`config.mk`:
```
export PLATFORM = sky130hd
export DESIGN_NAME = apb_master_arbiter_flat
export DESIGN_NICKNAME = d
export VERILOG_FILES = /design/src/rtl/apb_master_arbiter_if.sv /design/src/rtl/apb_master_arbiter.sv /design/src/flat_wrapper.sv
export SDC_FILE = /design/constraint.sdc
export NUM_CORES = 1
export LEC_CHECK = 0
export ABC_AREA = 1
export CORE_ASPECT_RATIO = 0.75
export CORE_MARGIN = 2
export CORE_UTILIZATION = 41
export CTS_CLUSTER_SIZE = 10
export DETAILED_ROUTE_END_ITERATION = 8
export GPL_TIMING_DRIVEN = 0
export MAX_ROUTING_LAYER = met4
export PLACE_DENSITY = 0.83
export SLEW_MARGIN = 5
export SYNTH_ARGS = -nofsm -noshare
export SYNTH_HDL_FRONTEND = slang
export SYNTH_SLANG_ARGS = --single-unit
```
`constraint.sdc`:
```
create_clock -name PCLK -period 2 [get_ports PCLK]
set_clock_uncertainty 0.15 [all_clocks]
set_input_delay 0.4 -clock PCLK [delete_from_list [all_inputs] [get_ports PCLK]]
set_output_delay 0.4 -clock PCLK [all_outputs]
set_load 0.02 [all_outputs]
```
`src/rtl/apb_master_arbiter_if.sv`:
```
// rtl/apb_master_arbiter_if.sv - APB signal bundle shared by the upstream and downstream ports
interface apb_master_arbiter_if #(
   parameter int ADDR_W = 32,
   parameter int DATA_W = 32
);
   logic              PSEL;
   logic              PENABLE;
   logic              PWRITE;
   logic [ADDR_W-1:0] PADDR;
   logic [DATA_W-1:0] PWDATA;
   logic [DATA_W-1:0] PRDATA;
   logic              PREADY;
   logic              PSLVERR;

   modport master (
      output PSEL, PENABLE, PWRITE, PADDR, PWDATA,
      input  PRDATA, PREADY, PSLVERR
   );

   modport slave (
      input  PSEL, PENABLE, PWRITE, PADDR, PWDATA,
      output PRDATA, PREADY, PSLVERR
   );
endinterface

```
`src/rtl/apb_master_arbiter.sv`:
```
// rtl/apb_master_arbiter.sv - two-master round-robin APB arbiter with wait-state timeout
module apb_master_arbiter #(
   parameter int ADDR_W  = 32,
   parameter int DATA_W  = 32,
   parameter int TIMEOUT = 255
) (
   input  logic                 PCLK,
   input  logic                 PRESETN,
   apb_master_arbiter_if.slave  m0,
   apb_master_arbiter_if.slave  m1,
   apb_master_arbiter_if.master apb,
   output logic [1:0]           GNT
);
   localparam int               CNT_W    = $clog2(TIMEOUT + 1);
   localparam logic [CNT_W-1:0] CNT_LAST = CNT_W'(TIMEOUT - 1);
   localparam logic [CNT_W-1:0] CNT_MAX  = CNT_W'(TIMEOUT);

   localparam logic [1:0] S_IDLE   = 2'd0;
   localparam logic [1:0] S_SETUP  = 2'd1;
   localparam logic [1:0] S_ACCESS = 2'd2;
   localparam logic [1:0] S_RESP   = 2'd3;

   logic [1:0]        state_q, state_d;
   logic              last_gnt_q, last_gnt_d;
   logic [1:0]        gnt_q, gnt_d;
   logic [CNT_W-1:0]  wait_cnt_q, wait_cnt_d;
   logic              psel_q, psel_d;
   logic              penable_q, penable_d;
   logic              pwrite_q, pwrite_d;
   logic [ADDR_W-1:0] paddr_q, paddr_d;
   logic [DATA_W-1:0] pwdata_q, pwdata_d;
   logic [1:0]        pready_q, pready_d;
   logic [1:0]        pslverr_q, pslverr_d;
   logic [DATA_W-1:0] prdata0_q, prdata0_d;
   logic [DATA_W-1:0] prdata1_q, prdata1_d;

   logic              win;
   logic              resp_en;
   logic              resp_err;
   logic [DATA_W-1:0] resp_data;

   always_comb begin
      state_d    = state_q;
      last_gnt_d = last_gnt_q;
      gnt_d      = gnt_q;
      wait_cnt_d = wait_cnt_q;
      psel_d     = psel_q;
      penable_d  = penable_q;
      pwrite_d   = pwrite_q;
      paddr_d    = paddr_q;
      pwdata_d   = pwdata_q;
      pready_d   = 2'b00;
      pslverr_d  = 2'b00;
      prdata0_d  = prdata0_q;
      prdata1_d  = prdata1_q;
      resp_en    = 1'b0;
      resp_err   = 1'b0;
      resp_data  = '0;
      // On contention the master that did not win last time gets the bus
      win        = (m0.PSEL && m1.PSEL) ? ~last_gnt_q : m1.PSEL;

      case (state_q)
         S_IDLE: begin
            if (m0.PSEL || m1.PSEL) begin
               state_d    = S_SETUP;
               last_gnt_d = win;
               gnt_d      = win ? 2'b10 : 2'b01;
               psel_d     = 1'b1;
               penable_d  = 1'b0;
               pwrite_d   = win ? m1.PWRITE : m0.PWRITE;
               paddr_d    = win ? m1.PADDR  : m0.PADDR;
               pwdata_d   = win ? m1.PWDATA : m0.PWDATA;
            end
         end
         S_SETUP: begin
            state_d    = S_ACCESS;
            penable_d  = 1'b1;
            wait_cnt_d = '0;
         end
         S_ACCESS: begin
            if (apb.PREADY) begin
               resp_en   = 1'b1;
               resp_data = apb.PRDATA;
               resp_err  = apb.PSLVERR;
            end else if (wait_cnt_q == CNT_LAST) begin
               resp_en    = 1'b1;
               resp_err   = 1'b1;
               wait_cnt_d = CNT_MAX;
            end else if (wait_cnt_q != CNT_MAX) begin
               wait_cnt_d = wait_cnt_q + 1'b1;
            end
         end
         S_RESP: begin
            state_d = S_IDLE;
            gnt_d   = 2'b00;
         end
         default: state_d = S_IDLE;
      endcase

      // Completion and abort share one path; only the granted master's registers move
      if (resp_en) begin
         state_d   = S_RESP;
         psel_d    = 1'b0;
         penable_d = 1'b0;
         pready_d  = gnt_q;
         pslverr_d = resp_err ? gnt_q : 2'b00;
         if (gnt_q[1]) prdata1_d = resp_data;
         else          prdata0_d = resp_data;
      end
   end

   always_ff @(posedge PCLK) begin
      if (!PRESETN) begin
         state_q    <= S_IDLE;
         last_gnt_q <= 1'b1;
         gnt_q      <= 2'b00;
         wait_cnt_q <= '0;
         psel_q     <= 1'b0;
         penable_q  <= 1'b0;
         pwrite_q   <= 1'b0;
         paddr_q    <= '0;
         pwdata_q   <= '0;
         pready_q   <= 2'b00;
         pslverr_q  <= 2'b00;
         prdata0_q  <= '0;
         prdata1_q  <= '0;
      end else begin
         state_q    <= state_d;
         last_gnt_q <= last_gnt_d;
         gnt_q      <= gnt_d;
         wait_cnt_q <= wait_cnt_d;
         psel_q     <= psel_d;
         penable_q  <= penable_d;
         pwrite_q   <= pwrite_d;
         paddr_q    <= paddr_d;
         pwdata_q   <= pwdata_d;
         pready_q   <= pready_d;
         pslverr_q  <= pslverr_d;
         prdata0_q  <= prdata0_d;
         prdata1_q  <= prdata1_d;
      end
   end

   assign apb.PSEL    = psel_q;
   assign apb.PENABLE = penable_q;
   assign apb.PWRITE  = pwrite_q;
   assign apb.PADDR   = paddr_q;
   assign apb.PWDATA  = pwdata_q;
   assign m0.PREADY   = pready_q[0];
   assign m0.PSLVERR  = pslverr_q[0];
   assign m0.PRDATA   = prdata0_q;
   assign m1.PREADY   = pready_q[1];
   assign m1.PSLVERR  = pslverr_q[1];
   assign m1.PRDATA   = prdata1_q;
   assign GNT         = gnt_q;

   // Upstream PENABLE carries no information the arbiter needs
   logic unused_penable;
   assign unused_penable = m0.PENABLE ^ m1.PENABLE;
endmodule

```
`src/flat_wrapper.sv`:
```
// flat-port wrapper written by rule: the top's interface ports become plain ports
module apb_master_arbiter_flat 
#(
   parameter int ADDR_W  = 32,
   parameter int DATA_W  = 32,
   parameter int TIMEOUT = 255
)
  (PCLK, PRESETN, GNT, m0_PSEL, m0_PENABLE, m0_PWRITE, m0_PADDR, m0_PWDATA, m0_PRDATA, m0_PREADY, m0_PSLVERR, m1_PSEL, m1_PENABLE, m1_PWRITE, m1_PADDR, m1_PWDATA, m1_PRDATA, m1_PREADY, m1_PSLVERR, apb_PSEL, apb_PENABLE, apb_PWRITE, apb_PADDR, apb_PWDATA, apb_PRDATA, apb_PREADY, apb_PSLVERR);
  apb_master_arbiter_if #(.ADDR_W(ADDR_W), .DATA_W(DATA_W)) m0_i ();
  apb_master_arbiter_if #(.ADDR_W(ADDR_W), .DATA_W(DATA_W)) m1_i ();
  apb_master_arbiter_if #(.ADDR_W(ADDR_W), .DATA_W(DATA_W)) apb_i ();
  input  logic PCLK;
  input  logic PRESETN;
  output logic [1:0] GNT;
  input wire logic [$bits(m0_i.PSEL)-1:0] m0_PSEL;
  input wire logic [$bits(m0_i.PENABLE)-1:0] m0_PENABLE;
  input wire logic [$bits(m0_i.PWRITE)-1:0] m0_PWRITE;
  input wire logic [$bits(m0_i.PADDR)-1:0] m0_PADDR;
  input wire logic [$bits(m0_i.PWDATA)-1:0] m0_PWDATA;
  output wire logic [$bits(m0_i.PRDATA)-1:0] m0_PRDATA;
  output wire logic [$bits(m0_i.PREADY)-1:0] m0_PREADY;
  output wire logic [$bits(m0_i.PSLVERR)-1:0] m0_PSLVERR;
  input wire logic [$bits(m1_i.PSEL)-1:0] m1_PSEL;
  input wire logic [$bits(m1_i.PENABLE)-1:0] m1_PENABLE;
  input wire logic [$bits(m1_i.PWRITE)-1:0] m1_PWRITE;
  input wire logic [$bits(m1_i.PADDR)-1:0] m1_PADDR;
  input wire logic [$bits(m1_i.PWDATA)-1:0] m1_PWDATA;
  output wire logic [$bits(m1_i.PRDATA)-1:0] m1_PRDATA;
  output wire logic [$bits(m1_i.PREADY)-1:0] m1_PREADY;
  output wire logic [$bits(m1_i.PSLVERR)-1:0] m1_PSLVERR;
  output wire logic [$bits(apb_i.PSEL)-1:0] apb_PSEL;
  output wire logic [$bits(apb_i.PENABLE)-1:0] apb_PENABLE;
  output wire logic [$bits(apb_i.PWRITE)-1:0] apb_PWRITE;
  output wire logic [$bits(apb_i.PADDR)-1:0] apb_PADDR;
  output wire logic [$bits(apb_i.PWDATA)-1:0] apb_PWDATA;
  input wire logic [$bits(apb_i.PRDATA)-1:0] apb_PRDATA;
  input wire logic [$bits(apb_i.PREADY)-1:0] apb_PREADY;
  input wire logic [$bits(apb_i.PSLVERR)-1:0] apb_PSLVERR;
  assign m0_i.PSEL = m0_PSEL;
  assign m0_i.PENABLE = m0_PENABLE;
  assign m0_i.PWRITE = m0_PWRITE;
  assign m0_i.PADDR = m0_PADDR;
  assign m0_i.PWDATA = m0_PWDATA;
  assign m0_PRDATA = m0_i.PRDATA;
  assign m0_PREADY = m0_i.PREADY;
  assign m0_PSLVERR = m0_i.PSLVERR;
  assign m1_i.PSEL = m1_PSEL;
  assign m1_i.PENABLE = m1_PENABLE;
  assign m1_i.PWRITE = m1_PWRITE;
  assign m1_i.PADDR = m1_PADDR;
  assign m1_i.PWDATA = m1_PWDATA;
  assign m1_PRDATA = m1_i.PRDATA;
  assign m1_PREADY = m1_i.PREADY;
  assign m1_PSLVERR = m1_i.PSLVERR;
  assign apb_PSEL = apb_i.PSEL;
  assign apb_PENABLE = apb_i.PENABLE;
  assign apb_PWRITE = apb_i.PWRITE;
  assign apb_PADDR = apb_i.PADDR;
  assign apb_PWDATA = apb_i.PWDATA;
  assign apb_i.PRDATA = apb_PRDATA;
  assign apb_i.PREADY = apb_PREADY;
  assign apb_i.PSLVERR = apb_PSLVERR;
  apb_master_arbiter #(.ADDR_W(ADDR_W), .DATA_W(DATA_W), .TIMEOUT(TIMEOUT)) u_core (.PCLK(PCLK), .PRESETN(PRESETN), .m0(m0_i), .m1(m1_i), .apb(apb_i), .GNT(GNT));
endmodule
```
# Word-level counts from Yosys, hierarchy flattened

Index checks and enable logic that the tools add are counted.

Add/sub/neg operators: 1
Equality and inequality tests: 9
Mux-type cells: 23
Bitwise operators: 3
Reductions and logical operators: 17

Operator list:

| cell                | number |
|---|---|
| $mux 32             | 4 |
| $mux 8              | 3 |
| $pmux 8 s2          | 1 |
| $reduce_and 2->1    | 7 |
| $add 8x1->8 const B | 1 |
| $eq 8x8->1 const B  | 1 |
| $mux 1              | 8 |
| $mux 2              | 4 |
| $ne 8x8->1 const B  | 1 |
| $ne 3x1->1 const B  | 2 |
| $pmux 2 s3          | 1 |
| $reduce_and 3->1    | 2 |
| $reduce_bool 2->1   | 3 |
| $eq 2x2->1 const B  | 2 |
| $pmux 2 s2          | 1 |
| $reduce_bool 4->1   | 1 |
| $not 1->1           | 3 |
| $eq 2x1->1 const B  | 1 |
| $logic_not 2->1     | 1 |
| $ne 2x1->1 const B  | 1 |
| $ne 2x2->1 const B  | 1 |
| $pmux 1 s2          | 1 |
| $reduce_or 2->1     | 1 |
| $logic_and 1x1->1   | 1 |
| $logic_or 1x1->1    | 1 |

Register bits after elaboration: 148
Input bits: 170
Output and inout bits: 137

# Depth between registers and ports, before layout

Word-level depth: 6
Mapped depth: 10
Mapped depth without buffers: 9

# Least setup slack after synthesis

OpenSTA, ideal clock, no wires.

Kind: reg-to-reg
From: reg u_core.state_q[0]
To: reg u_core.wait_cnt_q[7]
Data arrival time: 1.508 ns
Data required time: 1.718 ns
Slack: 0.210 ns
Cell stages (with the launch flop): 10
Path buffers: 1
Clock period less this slack: 1.790 ns
Cell sequence: dfxtp_1 inv_1 ha_1 buf_2 nand2_2 nand2_1 nor2_2 inv_1 nand2_1 a21oi_1

Word-level cells in the longest chain between the ends: 3
Elaborated cells on any way between the ends: 7
Those cells by class: eq/ne: 4; mux: 1; reduce/logical: 2

Ends and longest elaborated chain:

| what                                                | line                      | RTL |
|---|---|---|
| from (decl)                                         | apb_master_arbiter.sv:23  | `logic [1:0] state_q, state_d;` |
| from (signal assigned)                              | apb_master_arbiter.sv:128 | `state_q <= state_d;` |
| $eq 2x2->1 or $eq 2x1->1 (tied branches)            | apb_master_arbiter.sv:62  | `case (state_q)` |
| $ne 3x1->1 (no source line) (tied with other cells) | --                        |  |
| $reduce_and 3->1 (no source line)                   | --                        |  |
| to (signal assigned)                                | apb_master_arbiter.sv:131 | `wait_cnt_q <= wait_cnt_d;` |
| to (decl)                                           | apb_master_arbiter.sv:26  | `logic [CNT_W-1:0] wait_cnt_q, wait_cnt_d;` |

Several ways; a longest one is shown, not always the timed one.
A chain may end at the register's enable or synchronous reset.

# Worst setup path after layout

From: reg u_core.paddr_q[30] (netlist: u_core.apb.PADDR[30])
To: out apb_PADDR[30]

RTL lines:

| what                   | line                      | RTL |
|---|---|---|
| from (decl)            | apb_master_arbiter.sv:30  | `logic [ADDR_W-1:0] paddr_q, paddr_d;` |
| from (signal assigned) | apb_master_arbiter.sv:135 | `paddr_q <= paddr_d;` |
| to (decl)              | flat_wrapper.sv:34        | `output wire logic [$bits(apb_i.PADDR)-1:0] apb_PADDR;` |

No word-level cell between the ends.

==> metrics <==
required time of the worst setup path=1.45 ns; first-pass iteration count of the detailed router=9; antenna cell count=0; CTS clk-pin slew, worst paths=0.06 ns; count of max-cap constraint violations=0; maximum vdd drop=641 µV; non-filler cells, final=1395; I/O Pins=307; synthesized flop and latch total=148; Static Leakage=0.00398 µW; Area Overhead vs Synth=63.5%; category of cells accounting for the largest share of critical-path delay=buffers and inverters; chip height=111 µm; portion of the post-synthesis area used by sequential elements=47.7%; crit path kind=reg -> out; cell taking the most area after synthesis=sky130_fd_sc_hd__dfxtp_1; number of DRC violations after detailed routing=0; count of yosys warnings during synthesis=0; final routed wirelength across all metal layers=22900 µm; Via density=5.04; global-route wire length before repair=35900 µm; end of the worst hold path=u_core.m1.PRDATA[23]$_SDFFE_PN0P_; Synth Area per Inst=7.27 µm²; final hold violation count=0; worst-case headroom to the max-slew limit=61.2%; register-to-register path setup slack=0.08 ns; crit-path max FO=2; Vias=7033; Hold Path Depth=2; most used flip-flop cell after synthesis=sky130_fd_sc_hd__dfxtp_1; worst path cell trace=clkdlybuf4s50_1; setup repair after global routing missed its margin=true; slowest library cell on the worst path=sky130_fd_sc_hd__clkdlybuf4s50_1; overall die area=16100 µm²; Area contributors post-synth=sky130_fd_sc_hd__dfxtp_1 (48%), sky130_fd_sc_hd__nand2_1 (17%), sky130_fd_sc_hd__a31oi_1 (6.6%), sky130_fd_sc_hd__a21oi_1 (6.4%), sky130_fd_sc_hd__o21ai_0 (5.6%); vias in the first global route=6697; DRT iter0 DRCs=576; number of I/O port buffers=304; max-slew violations=0; longest individual stage delay on the worst path=0.63 ns; CTS tree=yes; x dimension of the die=146 µm; kind of end point of the critical path=output port; area of the mapped netlist=6210 µm²; placement row count=38; startpoint class of the critical path=flip-flop; grt total ovfl=0; floorplan core area=14600 µm²; Critical R2R Capture=u_core.apb.PADDR[30]$_SDFFE_PN0P_; pin slew with the least headroom to its limit=0.582 ns; crit path launch=u_core.apb.PADDR[30]$_SDFFE_PN0P_; clock period minus worst slack=1.95 ns; outcome=finished clean; worst min-delay path category=reg -> reg; share of Yosys cell area claimed by the top area cell type=47.7%; post-synth cell types=26; dpl cells=1358; CTS root buf=sky130_fd_sc_hd__clkbuf_16; Worst Path Arrival=1.40 ns; number of nets still failing antenna checks after routing=0; final total negative setup slack=0 ns; average detailed-routed wire length per instance=16.4 µm; fmax=513 MHz; Clock Path Buffers=2; RePlAce Congestion=0.956; Mapped Cells=854; layout cell share with drive strength beyond 1=7.45%; clock latency on the worst-skew pair=0.41 ns; number of enable-type register cells in the synthesized netlist=0; number of buffers created by CTS=17; Final Setup Violations=0; most repeated cell in the gate-level netlist after synthesis=sky130_fd_sc_hd__nand2_1; pin count of the biggest net entering global routing=17; starting density of the core=42.4%; post-layout net count=1359; number of antenna violations at the first check in global routing=0; power density over cell area=1120 nW/µm²; GRT Overall Usage=28.3%; RR Startpoint=u_core.state_q[1]$_SDFFE_PN0P_; r2r worst-path depth=7; hpwl dp=16900 µm; Worst Path Buf+Inv=1; Post-Synthesis Net Count=1031; share of the clock period used by the worst path=97.5%; leading post-synthesis cells by instance count=sky130_fd_sc_hd__nand2_1 (283), sky130_fd_sc_hd__dfxtp_1 (148), sky130_fd_sc_hd__a21oi_1 (79); startpoint of the lowest-slack hold path=u_core.m1.PRDATA[23]$_SDFFE_PN0P_; Async SR Flop Fraction=0%; Clock H-tree levels=4; number of clock sinks=148; Total Power Consumption=11400 µW
-- repair_timing --
action	4_1_cts	5_1_grt
gates resized for setup	9	33
buffers inserted	2	3
endpoints found under the setup margin	107	128
hold buffers	0	0
pin swaps	2	1
-- metrics by stage --
step           util (%)  hold slack, ns  setup WS (ns)  instance area (µm²)
2_1_floorplan         -           0.283          0.210                 6210
3_3_place_gp       64.9           0.297         -0.461                 9500
3_5_place_dp       64.9           0.298         -0.444                 9500
4_1_cts            68.9           0.311        0.00178                10100
5_1_grt            69.3           0.327        -0.0351                10100
6_report           69.3           0.310         0.0504                10100
-- layout make-up --
| cell class | instances | area (µm²) |
|---|---|---|
| Buffer | 59 | 309 |
| Clock buffer | 21 | 450 |
| Clock inverter | 11 | 104 |
| Fill cell | 1263 | 4500 |
| Inverter | 54 | 203 |
| Multi-Input combinational cell | 593 | 2780 |
| Sequential cell | 148 | 2960 |
| Tap cell | 200 | 250 |
| Timing Repair Buffer | 309 | 3090 |
-- logic make-up (layout without fill, tap and decap cells) --
kind of cell,count (synthesis),count (layout),share of synthesized area (%)
AOI/OAI and AO/OA,217,217,19.1
adders and majority gates,7,7,1.41
buffers and inverters,113,454,7.76
DFF,148,148,47.7
and+or+nand+nor,369,369,24.0
-- power by group --
group | internal [µW] | switching, µW | total [µW] | leakage, µW
combinational | 1890 | 2560 | 4450 | 0.00251
clock | 1750 | 1290 | 3040 | 0.000256
sequential | 3540 | 319 | 3860 | 0.00121
-- worst min-delay path: stages (launching register included) --
cell and delay [ns]:
sky130_fd_sc_hd__dfxtp_1 0.31, sky130_fd_sc_hd__nand2_1 0.06, sky130_fd_sc_hd__a21oi_1 0.05
-- per-layer routing --
metal	global-route usage, %	share of wire (%)	up-vias
li1	-	-	3458
met1	37.9	45	3254
met2	43.8	46	282
met3	5.04	6.4	39
met4	8.80	2.4	0
met5	-	0	-
-- cells in the final DEF, fill, tap and decap left out, types with 4 or more instances in the layout --
cell type and count:
sky130_fd_sc_hd__clkdlybuf4s50_1 299, sky130_fd_sc_hd__nand2_1 283, sky130_fd_sc_hd__dfxtp_1 148, sky130_fd_sc_hd__a21oi_1 79, sky130_fd_sc_hd__o21ai_0 70, sky130_fd_sc_hd__a31oi_1 65
sky130_fd_sc_hd__inv_1 52, sky130_fd_sc_hd__nor2_1 45, sky130_fd_sc_hd__clkbuf_1 28, sky130_fd_sc_hd__nand3_1 18, sky130_fd_sc_hd__clkbuf_16 17, sky130_fd_sc_hd__nand2_2 11
sky130_fd_sc_hd__clkbuf_2 10, sky130_fd_sc_hd__buf_2 9, sky130_fd_sc_hd__buf_4 7, sky130_fd_sc_hd__buf_6 6, sky130_fd_sc_hd__ha_1 6, sky130_fd_sc_hd__clkinvlp_4 5
sky130_fd_sc_hd__buf_1 4, sky130_fd_sc_hd__nand2_4 4
-- state kept, by name (all words and copies together) (netlist names) --
register / cells
u_core.pslverr_q: 2
u_core.apb.PADDR: 32
u_core.m0.PRDATA: 32
u_core.state_q: 2
u_core.last_gnt_q: 1
u_core.m1.PRDATA: 32
u_core.apb.PSEL: 1
u_core.apb.PWRITE: 1
u_core.GNT: 2
u_core.pready_q: 2
u_core.apb.PENABLE: 1
u_core.wait_cnt_q: 8
u_core.apb.PWDATA: 32
-- how the worst max path moves through the flow --
stage	end	slack [ns]	cells after the start
2_1_floorplan	u_core.wait_cnt_q[7]$_SDFFE_PN0P_	0.21	9
3_3_place_gp	u_core.m1.PRDATA[22]$_SDFFE_PN0P_	-0.46	5
3_5_place_dp	u_core.m1.PRDATA[24]$_SDFFE_PN0P_	-0.44	5
4_1_cts	apb_PADDR[27]	0.002	1
5_1_grt	u_core.GNT[0]$_SDFFE_PN0P_	-0.04	8
6_report	apb_PADDR[30]	0.05	1
(Power assumes the default switching activity.)
